==> src/rtl/uart_tx_fifo.sv <==
// +--------------------------------------------------------------------------+
// | uart_tx_fifo : UART transmitter with transmit FIFO, baud divider, parity |
// | Rev 1.0                                                                  |
// +--------------------------------------------------------------------------+
`default_nettype none

module uart_tx_fifo #(
  parameter int DATA_BITS  = 8,
  parameter int CLK_DIV    = 16,
  parameter int PARITY_EN  = 0,
  parameter int PARITY_ODD = 0,
  parameter int STOP_BITS  = 1,
  parameter int FIFO_DEPTH = 4,
  parameter int CNT_W      = 3
) (
  input  logic                 sysclk,
  input  logic                 rst,
  input  logic [DATA_BITS-1:0] tx_data,
  input  logic                 tx_valid,
  output logic                 tx_ready,
  output logic                 txd,
  output logic                 tx_busy,
  output logic                 tx_doneH,
  output logic [CNT_W-1:0]     fifo_count
);

  localparam int PTR_W  = $clog2(FIFO_DEPTH);
  localparam int BCNT_W = $clog2(CLK_DIV);
  localparam int BIDX_W = $clog2(DATA_BITS);

  localparam logic [CNT_W-1:0]  c_FULL      = CNT_W'(FIFO_DEPTH);
  localparam logic [BCNT_W-1:0] c_BIT_LAST  = BCNT_W'(CLK_DIV - 1);
  localparam logic [BIDX_W-1:0] c_DATA_LAST = BIDX_W'(DATA_BITS - 1);
  localparam logic              c_STOP_LAST = (STOP_BITS == 2);
  localparam logic              c_PAR_ODD   = (PARITY_ODD != 0);

  typedef enum logic [2:0] {
    S_IDLE   = 3'd0,
    S_START  = 3'd1,
    S_DATA   = 3'd2,
    S_PARITY = 3'd3,
    S_STOP   = 3'd4
  } state_t;

  logic [DATA_BITS-1:0] r_mem [FIFO_DEPTH];
  logic [PTR_W-1:0]     r_wptr;
  logic [PTR_W-1:0]     r_rptr;
  logic [CNT_W-1:0]     r_count;

  state_t               r_state;
  logic [BCNT_W-1:0]    r_bcnt;
  logic [BIDX_W-1:0]    r_bidx;
  logic                 r_sidx;
  logic [DATA_BITS-1:0] r_tsr;
  logic                 r_par;
  logic                 r_txd;
  logic                 r_busy;
  logic                 r_done;

  state_t               w_state_nxt;
  logic                 w_push;
  logic                 w_pop;
  logic                 w_shift;
  logic                 w_bit_end;
  logic [DATA_BITS-1:0] w_head;
  logic                 w_txd_nxt;
  logic                 w_busy_nxt;
  logic                 w_done_nxt;
  logic [BIDX_W-1:0]    w_bidx_nxt;
  logic                 w_sidx_nxt;

  assign tx_ready   = (r_count != c_FULL);
  assign w_push     = tx_valid & tx_ready;
  assign w_head     = r_mem[r_rptr];
  assign w_bit_end  = (r_bcnt == c_BIT_LAST);
  assign txd        = r_txd;
  assign tx_busy    = r_busy;
  assign tx_doneH   = r_done;
  assign fifo_count = r_count;

  // Storage carries no reset: contents are meaningless while the count is zero.
  always_ff @(posedge sysclk) begin
    if (w_push) r_mem[r_wptr] <= tx_data;
  end

  always_ff @(posedge sysclk or posedge rst) begin
    if (rst) begin
      r_wptr  <= '0;
      r_rptr  <= '0;
      r_count <= '0;
    end else begin
      if (w_push) r_wptr <= r_wptr + 1'b1;
      if (w_pop)  r_rptr <= r_rptr + 1'b1;
      case ({w_push, w_pop})
        2'b10:   r_count <= r_count + 1'b1;
        2'b01:   r_count <= r_count - 1'b1;
        default: r_count <= r_count;
      endcase
    end
  end

  always_ff @(posedge sysclk or posedge rst) begin
    if (rst) begin
      r_state <= S_IDLE;
      r_bcnt  <= '0;
      r_bidx  <= '0;
      r_sidx  <= 1'b0;
      r_tsr   <= '0;
      r_par   <= 1'b0;
      r_txd   <= 1'b1;
      r_busy  <= 1'b0;
      r_done  <= 1'b0;
    end else begin
      r_state <= w_state_nxt;
      r_bidx  <= w_bidx_nxt;
      r_sidx  <= w_sidx_nxt;
      r_txd   <= w_txd_nxt;
      r_busy  <= w_busy_nxt;
      r_done  <= w_done_nxt;
      if (r_state == S_IDLE || w_bit_end) r_bcnt <= '0;
      else                                r_bcnt <= r_bcnt + 1'b1;
      // Parity is fixed at load time so the shifter can consume the word freely.
      if (w_pop) begin
        r_tsr <= w_head;
        r_par <= (^w_head) ^ c_PAR_ODD;
      end else if (w_shift) begin
        r_tsr <= r_tsr >> 1;
      end
    end
  end

  always_comb begin
    w_state_nxt = r_state;
    w_pop       = 1'b0;
    w_shift     = 1'b0;
    w_txd_nxt   = r_txd;
    w_busy_nxt  = r_busy;
    w_done_nxt  = 1'b0;
    w_bidx_nxt  = r_bidx;
    w_sidx_nxt  = r_sidx;
    case (r_state)
      S_IDLE: begin
        w_txd_nxt = 1'b1;
        if (r_count != '0) begin
          w_pop       = 1'b1;
          w_state_nxt = S_START;
          w_txd_nxt   = 1'b0;
          w_busy_nxt  = 1'b1;
        end
      end
      S_START: begin
        if (w_bit_end) begin
          w_state_nxt = S_DATA;
          w_bidx_nxt  = '0;
          w_txd_nxt   = r_tsr[0];
          w_shift     = 1'b1;
        end
      end
      S_DATA: begin
        if (w_bit_end) begin
          if (r_bidx == c_DATA_LAST) begin
            if (PARITY_EN != 0) begin
              w_state_nxt = S_PARITY;
              w_txd_nxt   = r_par;
            end else begin
              w_state_nxt = S_STOP;
              w_txd_nxt   = 1'b1;
              w_sidx_nxt  = 1'b0;
            end
          end else begin
            w_bidx_nxt = r_bidx + 1'b1;
            w_txd_nxt  = r_tsr[0];
            w_shift    = 1'b1;
          end
        end
      end
      S_PARITY: begin
        if (w_bit_end) begin
          w_state_nxt = S_STOP;
          w_txd_nxt   = 1'b1;
          w_sidx_nxt  = 1'b0;
        end
      end
      S_STOP: begin
        if (w_bit_end) begin
          if (r_sidx == c_STOP_LAST) begin
            w_done_nxt = 1'b1;
            if (r_count != '0) begin
              w_pop       = 1'b1;
              w_state_nxt = S_START;
              w_txd_nxt   = 1'b0;
            end else begin
              w_state_nxt = S_IDLE;
              w_busy_nxt  = 1'b0;
            end
          end else begin
            w_sidx_nxt = 1'b1;
          end
        end
      end
      default: begin
        w_state_nxt = S_IDLE;
        w_txd_nxt   = 1'b1;
        w_busy_nxt  = 1'b0;
      end
    endcase
  end

endmodule

`default_nettype wire
==> config.mk <==
export PLATFORM = sky130hd
export DESIGN_NAME = uart_tx_fifo
export DESIGN_NICKNAME = d
export VERILOG_FILES = /design/src/rtl/uart_tx_fifo.sv
export SDC_FILE = /design/constraint.sdc
export NUM_CORES = 1
export LEC_CHECK = 0
export ABC_CLOCK_PERIOD_IN_PS = 4400
export CAP_MARGIN = 25
export CELL_PAD_IN_SITES_DETAIL_PLACEMENT = 0
export CELL_PAD_IN_SITES_GLOBAL_PLACEMENT = 1
export CORE_ASPECT_RATIO = 0.8
export CORE_MARGIN = 10
export CORE_UTILIZATION = 52
export DETAILED_ROUTE_END_ITERATION = 16
export PLACE_DENSITY_LB_ADDON = 0.1
export SYNTH_ARGS = -nofsm -noshare
export SYNTH_HDL_FRONTEND = slang
export SYNTH_SLANG_ARGS = --single-unit
==> constraint.sdc <==
create_clock -name sysclk -period 4.4 [get_ports sysclk]
set_input_delay 0.88 -clock sysclk [delete_from_list [all_inputs] [get_ports sysclk]]
set_output_delay 0.88 -clock sysclk [all_outputs]
set_load 0.03 [all_outputs]
Word level (Yosys, flattened, before mapping)

Memories as Yosys holds them, arrays and structs flattened.
Index checks and enable logic that the tools add are counted.
W data, S select, Z words.

Add/subtract/negate cells: 6
Equal/unequal tests: 19
Mux-type cells: 50
Bitwise operators: 2
Reductions and logical operators: 13

Operator list:

| cell                  | number |
|---|---|
| $mux W3               | 10 |
| $mux W1               | 29 |
| $ne A2 B2 Y1 const B  | 9 |
| $mux W8               | 2 |
| $pmux W3 S5           | 1 |
| $pmux W3 S2           | 2 |
| $reduce_and A5 Y1     | 2 |
| $reduce_and A7 Y1     | 1 |
| $add A3 B1 Y3 const B | 2 |
| $eq A3 B2 Y1 const B  | 2 |
| $eq A3 B3 Y1 const B  | 2 |
| $pmux W1 S3           | 2 |
| $reduce_and A6 Y1     | 1 |
| $reduce_bool A2 Y1    | 3 |
| $reduce_bool A3 Y1    | 2 |
| $pmux W1 S5           | 1 |
| $add A2 B1 Y2 const B | 2 |
| $add A4 B1 Y4 const B | 1 |
| $eq A4 B4 Y1 const B  | 1 |
| $mux W4               | 1 |
| $pmux W1 S2           | 2 |
| $reduce_and A4 Y1     | 1 |
| $eq A3 B1 Y1 const B  | 1 |
| $logic_not A3 Y1      | 1 |
| 9 further kinds       | 9 |

Bits in registers: 29
RAM bits: 32
Input port bits: 11
Memories: 1

Memory list:

| name  | depth | width | read ports | clocked after Yosys merged registers in | write ports | RTL line | text |
|---|---|---|---|---|---|---|---|
| r_mem | 4     | 8     | 1          | 0                                       | 1           | 45       | `logic [DATA_BITS-1:0] r_mem [FIFO_DEPTH];` |

Logic depth before layout (Yosys ltp)

Gate-level depths: netlist of the first run.

Word-level depth: 7
Depth in mapped cells: 12
Gate-level depth less buffers: 11

Least setup slack after synthesis of the first run

No wires, ideal clock.

Path kind: reg-to-reg
Start: register r_count[0] (netlist: fifo_count[0])
End: register r_count[2] (netlist: fifo_count[2])
Library setup time: 0.081 ns
Data arrival time: 2.354 ns
Setup slack: 1.966 ns
Stages on the path, launching flop included: 11
Path buffers: 0
Cells stage by stage: dfrtp_1 > inv_1 > nand3_1 > and2_1 > inv_1 > ha_1 > inv_1 > fa_1 > xor2_1 > nor2_1 > xor2_1

RTL lines:

| item                                              | RTL line | text |
|---|---|---|
| start, declared                                   | 48       | `logic [CNT_W-1:0] r_count;` |
| start signal, assigned                            | 95       | `2'b10: r_count <= r_count + 1'b1;` |
| start signal, assigned                            | 96       | `2'b01: r_count <= r_count - 1'b1;` |
| start signal, assigned                            | 97       | `default: r_count <= r_count;` |
| $ne A3 B3 Y1 *                                    | 72       | `assign tx_ready = (r_count != c_FULL);` |
| named net tx_ready                                | 20       | `output logic tx_ready,` |
| $and A1 B1 Y1 *                                   | 73       | `assign w_push = tx_valid & tx_ready;` |
| $eq A2 B1 Y1 or $eq A2 B2 Y1 (tied branches)      | 94       | `case ({w_push, w_pop})` |
| $pmux W3 S2 or $reduce_bool A2 Y1 (tied branches) | -        |  |

The timed path passes the listed nets; every way through them passes the cells marked *.
A chain may end at the register's enable or synchronous reset.

Final worst setup path of the first run

Start: register r_count[0] (netlist: fifo_count[0])
End: output tx_ready

Word-level cells in the longest chain between the ends: 1

Ends and longest elaborated chain:

| item          | RTL line |
|---|---|
| $ne A3 B3 Y1  | 72 |
| end, declared | 20 |

No other way between the ends.

==> impl_metrics.ini, run 1 <==
[run_status]
status = completed

[critical_path]
rr_endpoint = fifo_count[2]$_DFFE_PP0P_
r2r_start = r_bcnt[0]$_DFF_PP0_
cp.required_ns = 3.52
worst-setup-path-type = flip-flop to output pin
start_kind = flip-flop
critPathLaunch = fifo_count[0]$_DFFE_PP0P_
path_max_fanout = 6
rrSetupSlack_ns = 1.97
arrival_ns = 1.79
rr_worst_depth = 11
cp-end-kind = output pin

[power_and_ir_drop]
ir_worst_vdd_mv = 0.308
clockPowerShare_pct = 32.7
switching_share_pct = 28.4
p_leak_nw = 1.21
intPower_mw = 1.06
pwr-share-comb_pct = 18.1
power_density_mw_per_mm2 = 474
p_seq_share_pct = 49.3
switching_power_mw = 0.420

[detailed_routing]
drcViolationCount = 0
via_count = 1503
drt_iter0_markers = 66
first_pass_iters = 4
wl_mm = 4.70
avgRoutedWirePerCell_microns = 17.5
final_antenna_net_count = 0
viasPerCell = 5.59

[clock_network]
cts-resized-gates = 0
cts_tree = built
path_clk_slew_ns = 0.07
root_buffer = clkbuf_8
htree_num_levels = 3
postCtsSetupRepairBufs = 0
hold_buffers = 0
cts_sinks = 60
clk_latency_ns = 0.34
clockBufferDepth = 2
cts_inserted_buffers = 9

[global_routing]
antenna_found_initial = 0
gr-total-overflow = 0
grt_pass1_wl_mm = 7.91
grt_pass1_vias = 1557
grt_util_all_layers_pct = 12.1
grt_max_degree = 29

[synth]
ys_seq_elements = 60
postSynthCellCount = 178
synth_edf_count = 32
async_flop_share_pct = 46.7
synth_cell_type_count = 45
synth_area_sq_mm = 0.00269
yosysWarnings = 0
syn_area_per_cell_sq_um = 15.1
synth_flop_cell = edfxtp_1
yosysSeqAreaShare_pct = 61.9
syn_nets = 198

[cells_and_area]
fin_area_sq_mm = 0.00312
final_common_cell = edfxtp_1
finalNonFillerCells = 269
diodes = 0
most-common-layout-cells = edfxtp_1, dfrtp_1, clkdlybuf4s50_1
syn_to_final_growth_pct = 16.0
fillers = 385
finalNetCount = 222
drive_gt1_share_pct = 23.2

[sta]
tightest_slew_ns = 0.604
fin_skew_ns = 0.00543
slew_headroom_pct = 59.7
final.setup.tns_ns = 0
slew_violations = 0
hold_violations = 0
min_period_ns = 2.67
fmax_mhz = 374
setup_viol = 0
fin_crit_sh_pct = 60.7
rsz0062_at_grt = no

[floorplanning]
ios = 18
die_h_microns = 84.3
dieArea_sq_mm = 0.00846
coreArea_sq_mm = 0.00501
initial_core_util_pct = 53.6
floorplan.die.width_microns = 100
num_rows = 23

[place]
io_buffers = 17
dpl_cell_area_sq_mm = 0.00289
place_inst = 252
dpl.hpwl_mm = 3.33
routabilityCongestion = 0.750

[worst_hold_path]
hold-path-endpoint = r_bcnt[0]$_DFF_PP0_
min_from = r_bcnt[0]$_DFF_PP0_
min_path_cells = 1
worstHoldPathType = flip-flop to flip-flop

[job]
cap_viol_max_count = 0
-- power groups by stage --
stage,clock network (mW),registers [mW],logic (mW)
finish,0.483,0.728,0.267
global route,0.524,0.737,0.293
CTS,0.496,0.729,0.268
detailed placement,0,0.740,0.266
global placement,0,0.732,0.254
floorplan,0,0.757,0.146
-- cells by family (layout without fill, tap and decap cells) --
group           Yosys count  after routing  synth area share [%]
buf+inv                  15             44                  3.26
simple gates             45             45                  10.1
compound gates           30             30                  9.50
fa+ha+maj                 9              9                  4.47
xor+xnor                  8              8                  2.89
flops                    60             60                  61.9
mux                      11             11                  7.87
-- sequential cells by signal (all words and copies together), names as in the netlist --
signal and flops:
r_rptr 2, r_state 3, tx_busy 1, r_tsr 8, r_bidx 3, fifo_count 3, tx_doneH 1, r_wptr 2
r_bcnt 4, r_mem 32, txd 1
-- worst max-delay path by stage --
stage | cells past startpoint | endpoint
6_report | 3 | tx_ready
4_1_cts | 3 | tx_ready
3_3_place_gp | 9 | fifo_count[2]$_DFFE_PP0P_
2_1_floorplan | 10 | fifo_count[2]$_DFFE_PP0P_
5_1_grt | 3 | tx_ready
3_5_place_dp | 9 | fifo_count[2]$_DFFE_PP0P_
-- through the flow --
stage / util [%] / power, mW / hold slack, ns / setup slack (ns)
global route: 62.2 / 1.55 / 0.510 / 1.62
global placement: 57.7 / 0.986 / 0.443 / 1.76
floorplan: - / 0.903 / 0.433 / 1.97
CTS: 61.7 / 1.49 / 0.469 / 1.71
finish: 62.2 / 1.48 / 0.466 / 1.73
detailed placement: 57.7 / 1.01 / 0.460 / 1.69
-- synthesized netlist by cell type, drive strengths merged (4+ instances only) --
library cell	count	area [sq um]
edfxtp	32	961
dfrtp	27	676
nand2	14	71.3
nor2	13	65.1
a21oi	10	68.8
inv	10	42.5
ha	8	100
mux4	8	180
a2bb2oi	7	92.6
o21ai	6	33.8
and3	5	31.3
buf	5	45.0
nand3	4	20.0
xnor2	4	35.0
xor2	4	42.6
-- layout make-up --
class | instances | area, sq um | share of cell area (%)
Sequential cell | 60 | 1660 | 53.4
Clock inverter | 7 | 75.1 | 2.41
Timing Repair Buffer | 18 | 198 | 6.35
Inverter | 10 | 42.5 | 1.37
Clock buffer | 9 | 124 | 3.98
Multi-Input combinational cell | 103 | 936 | 30.0
Tap cell | 62 | 77.6 | 2.49
-- routing by layer --
| layer | vias to the layer above | global-route usage (%) | wire length (microns) | share of wire [%] |
|---|---|---|---|---|
| met4 | 0 | 5.38 | 89 | 1.9 |
| met2 | 26 | 16.5 | 2080 | 44 |
| met1 | 764 | 16.3 | 2330 | 50 |
| met5 | - | 0 | 0 | 0 |
| li1 | 704 | - | - | - |
| met3 | 9 | 5.16 | 198 | 4.2 |
-- critical path, cell delays in order (launching register included) --
cell             delay [ns]
dfrtp_1                0.44
inv_1                  0.11
nand3_1                0.19
clkdlybuf4s50_1        0.71
(Power assumes the default switching activity.)
==> run 2: changes to the inputs <==
--- a/config.mk
+++ b/config.mk
@@ -5,13 +5,13 @@
 export SDC_FILE = /design/constraint.sdc
 export NUM_CORES = 1
 export LEC_CHECK = 0
-export ABC_CLOCK_PERIOD_IN_PS = 4400
+export ABC_CLOCK_PERIOD_IN_PS = 2520
 export CAP_MARGIN = 25
 export CELL_PAD_IN_SITES_DETAIL_PLACEMENT = 0
 export CELL_PAD_IN_SITES_GLOBAL_PLACEMENT = 1
 export CORE_ASPECT_RATIO = 0.8
 export CORE_MARGIN = 10
-export CORE_UTILIZATION = 52
+export CORE_UTILIZATION = 49
 export DETAILED_ROUTE_END_ITERATION = 16
 export PLACE_DENSITY_LB_ADDON = 0.1
 export SYNTH_ARGS = -nofsm -noshare
==> constraint.sdc (replaced) <==
create_clock -name sysclk -period 2.52 [get_ports sysclk]
set_input_delay 0.504 -clock sysclk [delete_from_list [all_inputs] [get_ports sysclk]]
set_output_delay 0.504 -clock sysclk [all_outputs]
set_load 0.03 [all_outputs]
==> run 2 against run 1 <==
Net effect: utilization fell by 4.2 points; wire length is 2.4% higher; first-iteration DRC count is 67% higher; hold slack gained 0.0073 ns; non-clock buffer count is 2 higher; critical path depth did not move; count of clock-buffer cells in the layout did not move.
==> impl_metrics.ini, run 2 (synthesis results as in run 1) <==
[run_status]
status = completed

[sta]
fin_skew_ns = 0.00883
tightest_slew_ns = 0.631
min_period_ns = 2.28
setup_viol = 0
rsz0062_at_grt = no
fmax_mhz = 438
slew_headroom_pct = 58.0
hold_violations = 0
whs_ns = 0.473
slew_violations = 0
final.setup.tns_ns = 0
fin_crit_sh_pct = 90.6

[clock_network]
cts_tree = built
clk_latency_ns = 0.35
path_clk_slew_ns = 0.07
cts_sinks = 60
root_buffer = clkbuf_8
cts-resized-gates = 0
htree_num_levels = 3
hold_buffers = 0
postCtsSetupRepairBufs = 0
clockBufferDepth = 2
cts_inserted_buffers = 9

[place]
io_buffers = 17
routabilityCongestion = 0.777
dpl.hpwl_mm = 3.40

[power_and_ir_drop]
p_seq_share_pct = 48.5
p_leak_nw = 1.22
pwr-share-comb_pct = 17.6
power_density_mw_per_mm2 = 839
switching_power_mw = 0.761
ir_worst_vdd_mv = 0.606
switching_share_pct = 29.1
intPower_mw = 1.86
clockPowerShare_pct = 33.9

[floorplanning]
dieArea_sq_mm = 0.00886
ios = 18
floorplan.die.width_microns = 103
initial_core_util_pct = 50.0
num_rows = 24
die_h_microns = 86.2
coreArea_sq_mm = 0.00538

[critical_path]
cp-end-kind = output pin
worstPathCellList = inv_1, nand3_1, clkdlybuf4s50_1
max_stage_delay_ns = 0.71
worst-setup-path-type = flip-flop to output pin
arrival_ns = 1.78
critPathTopFamily = buffers and inverters
path_max_fanout = 6
crit_slowest_cell = clkdlybuf4s50_1
start_kind = flip-flop
cp_num_buf_inv = 2
cp.required_ns = 2.02

[worst_hold_path]
worstHoldPathType = flip-flop to flip-flop

[cells_and_area]
multi_input_area_sq_um = 936
reg_top3 = r_mem (32), r_tsr (8), r_bcnt (4)
regArea_sq_mm = 0.00166
largest-register = r_mem
syn_to_final_growth_pct = 16.2
diodes = 0
finalNetCount = 224
fillers = 429
most-common-layout-cells = edfxtp_1, dfrtp_1, clkdlybuf4s50_1
final_common_cell = edfxtp_1
drive_gt1_share_pct = 23.9
largest_reg_flops = 32

[detailed_routing]
drcViolationCount = 0
avgRoutedWirePerCell_microns = 17.6
viasPerCell = 5.41
wl_mm = 4.81
first_pass_iters = 4
drt_iter0_markers = 110
via_count = 1483
final_antenna_net_count = 0

[global_routing]
grt_pass1_wl_mm = 8.25
grt_pass1_vias = 1627
gr-total-overflow = 0
grt_util_all_layers_pct = 12.4
antenna_found_initial = 0
grt_max_degree = 29

[job]
cap_viol_max_count = 0
run 2: cell count changes in the layout (fill, tap and decap cells not counted):
cell | before | now
clkinvlp_4 | 3 | 1
inv_6 | 2 | 5
buf_4 | 0 | 3
clkinv_2 | 1 | 0
buf_16 | 1 | 0
run 2: per-stage QoR:
step	cells	util (%)	total power, mW	setup slack (ns)	instance area (sq um)
2_1_floorplan	178	-	1.58	0.0856	2690
3_3_place_gp	258	54.2	1.73	0.263	2920
3_5_place_dp	258	54.2	1.76	0.221	2920
4_1_cts	274	58.1	2.64	0.213	3120
5_1_grt	274	58.1	2.75	0.0376	3120
6_report	274	58.1	2.62	0.238	3120
run 2: final timing paths:
check | from | endpoint | slack, ns | cells after the start
max in group asynchronous | rst | txd$_DFFE_PP1P_ | 1.68 | 3
setup / recovery | fifo_count[0]$_DFFE_PP0P_ | tx_ready | 0.24 | 3
min in group asynchronous | rst | fifo_count[1]$_DFFE_PP0P_ | 0.53 | 3
hold reg to reg | r_bcnt[0]$_DFF_PP0_ | r_bcnt[0]$_DFF_PP0_ | 0.47 | 1
hold / removal | r_bcnt[0]$_DFF_PP0_ | r_bcnt[0]$_DFF_PP0_ | 0.47 | 1
setup reg to reg | r_bcnt[0]$_DFF_PP0_ | fifo_count[2]$_DFFE_PP0P_ | 0.25 | 11
run 2: routing by layer:
layer | GRT usage [%] | share of wire, % | routed length, microns
met5 | 0 | 0 | 0
met4 | 4.92 | 0.94 | 45
met3 | 5.57 | 4.6 | 222
met2 | 18.4 | 47 | 2250
met1 | 15.5 | 48 | 2290
run 2: area by class of cell:
type / instances / share of cell area, %
Clock buffer: 9 / 3.97
Clock inverter: 7 / 2.61
Sequential cell: 60 / 53.3
Inverter: 10 / 1.36
Timing Repair Buffer: 20 / 6.17
Tap cell: 65 / 2.61
Multi-Input combinational cell: 103 / 30.0
run 2: power groups by stage:
stage | clock (mW) | sequential [mW] | combinational (mW)
global route | 0.959 | 1.28 | 0.509
global placement | 0 | 1.28 | 0.452
finish | 0.887 | 1.27 | 0.461
detailed placement | 0 | 1.29 | 0.471
CTS | 0.902 | 1.27 | 0.473
floorplan | 0 | 1.32 | 0.255
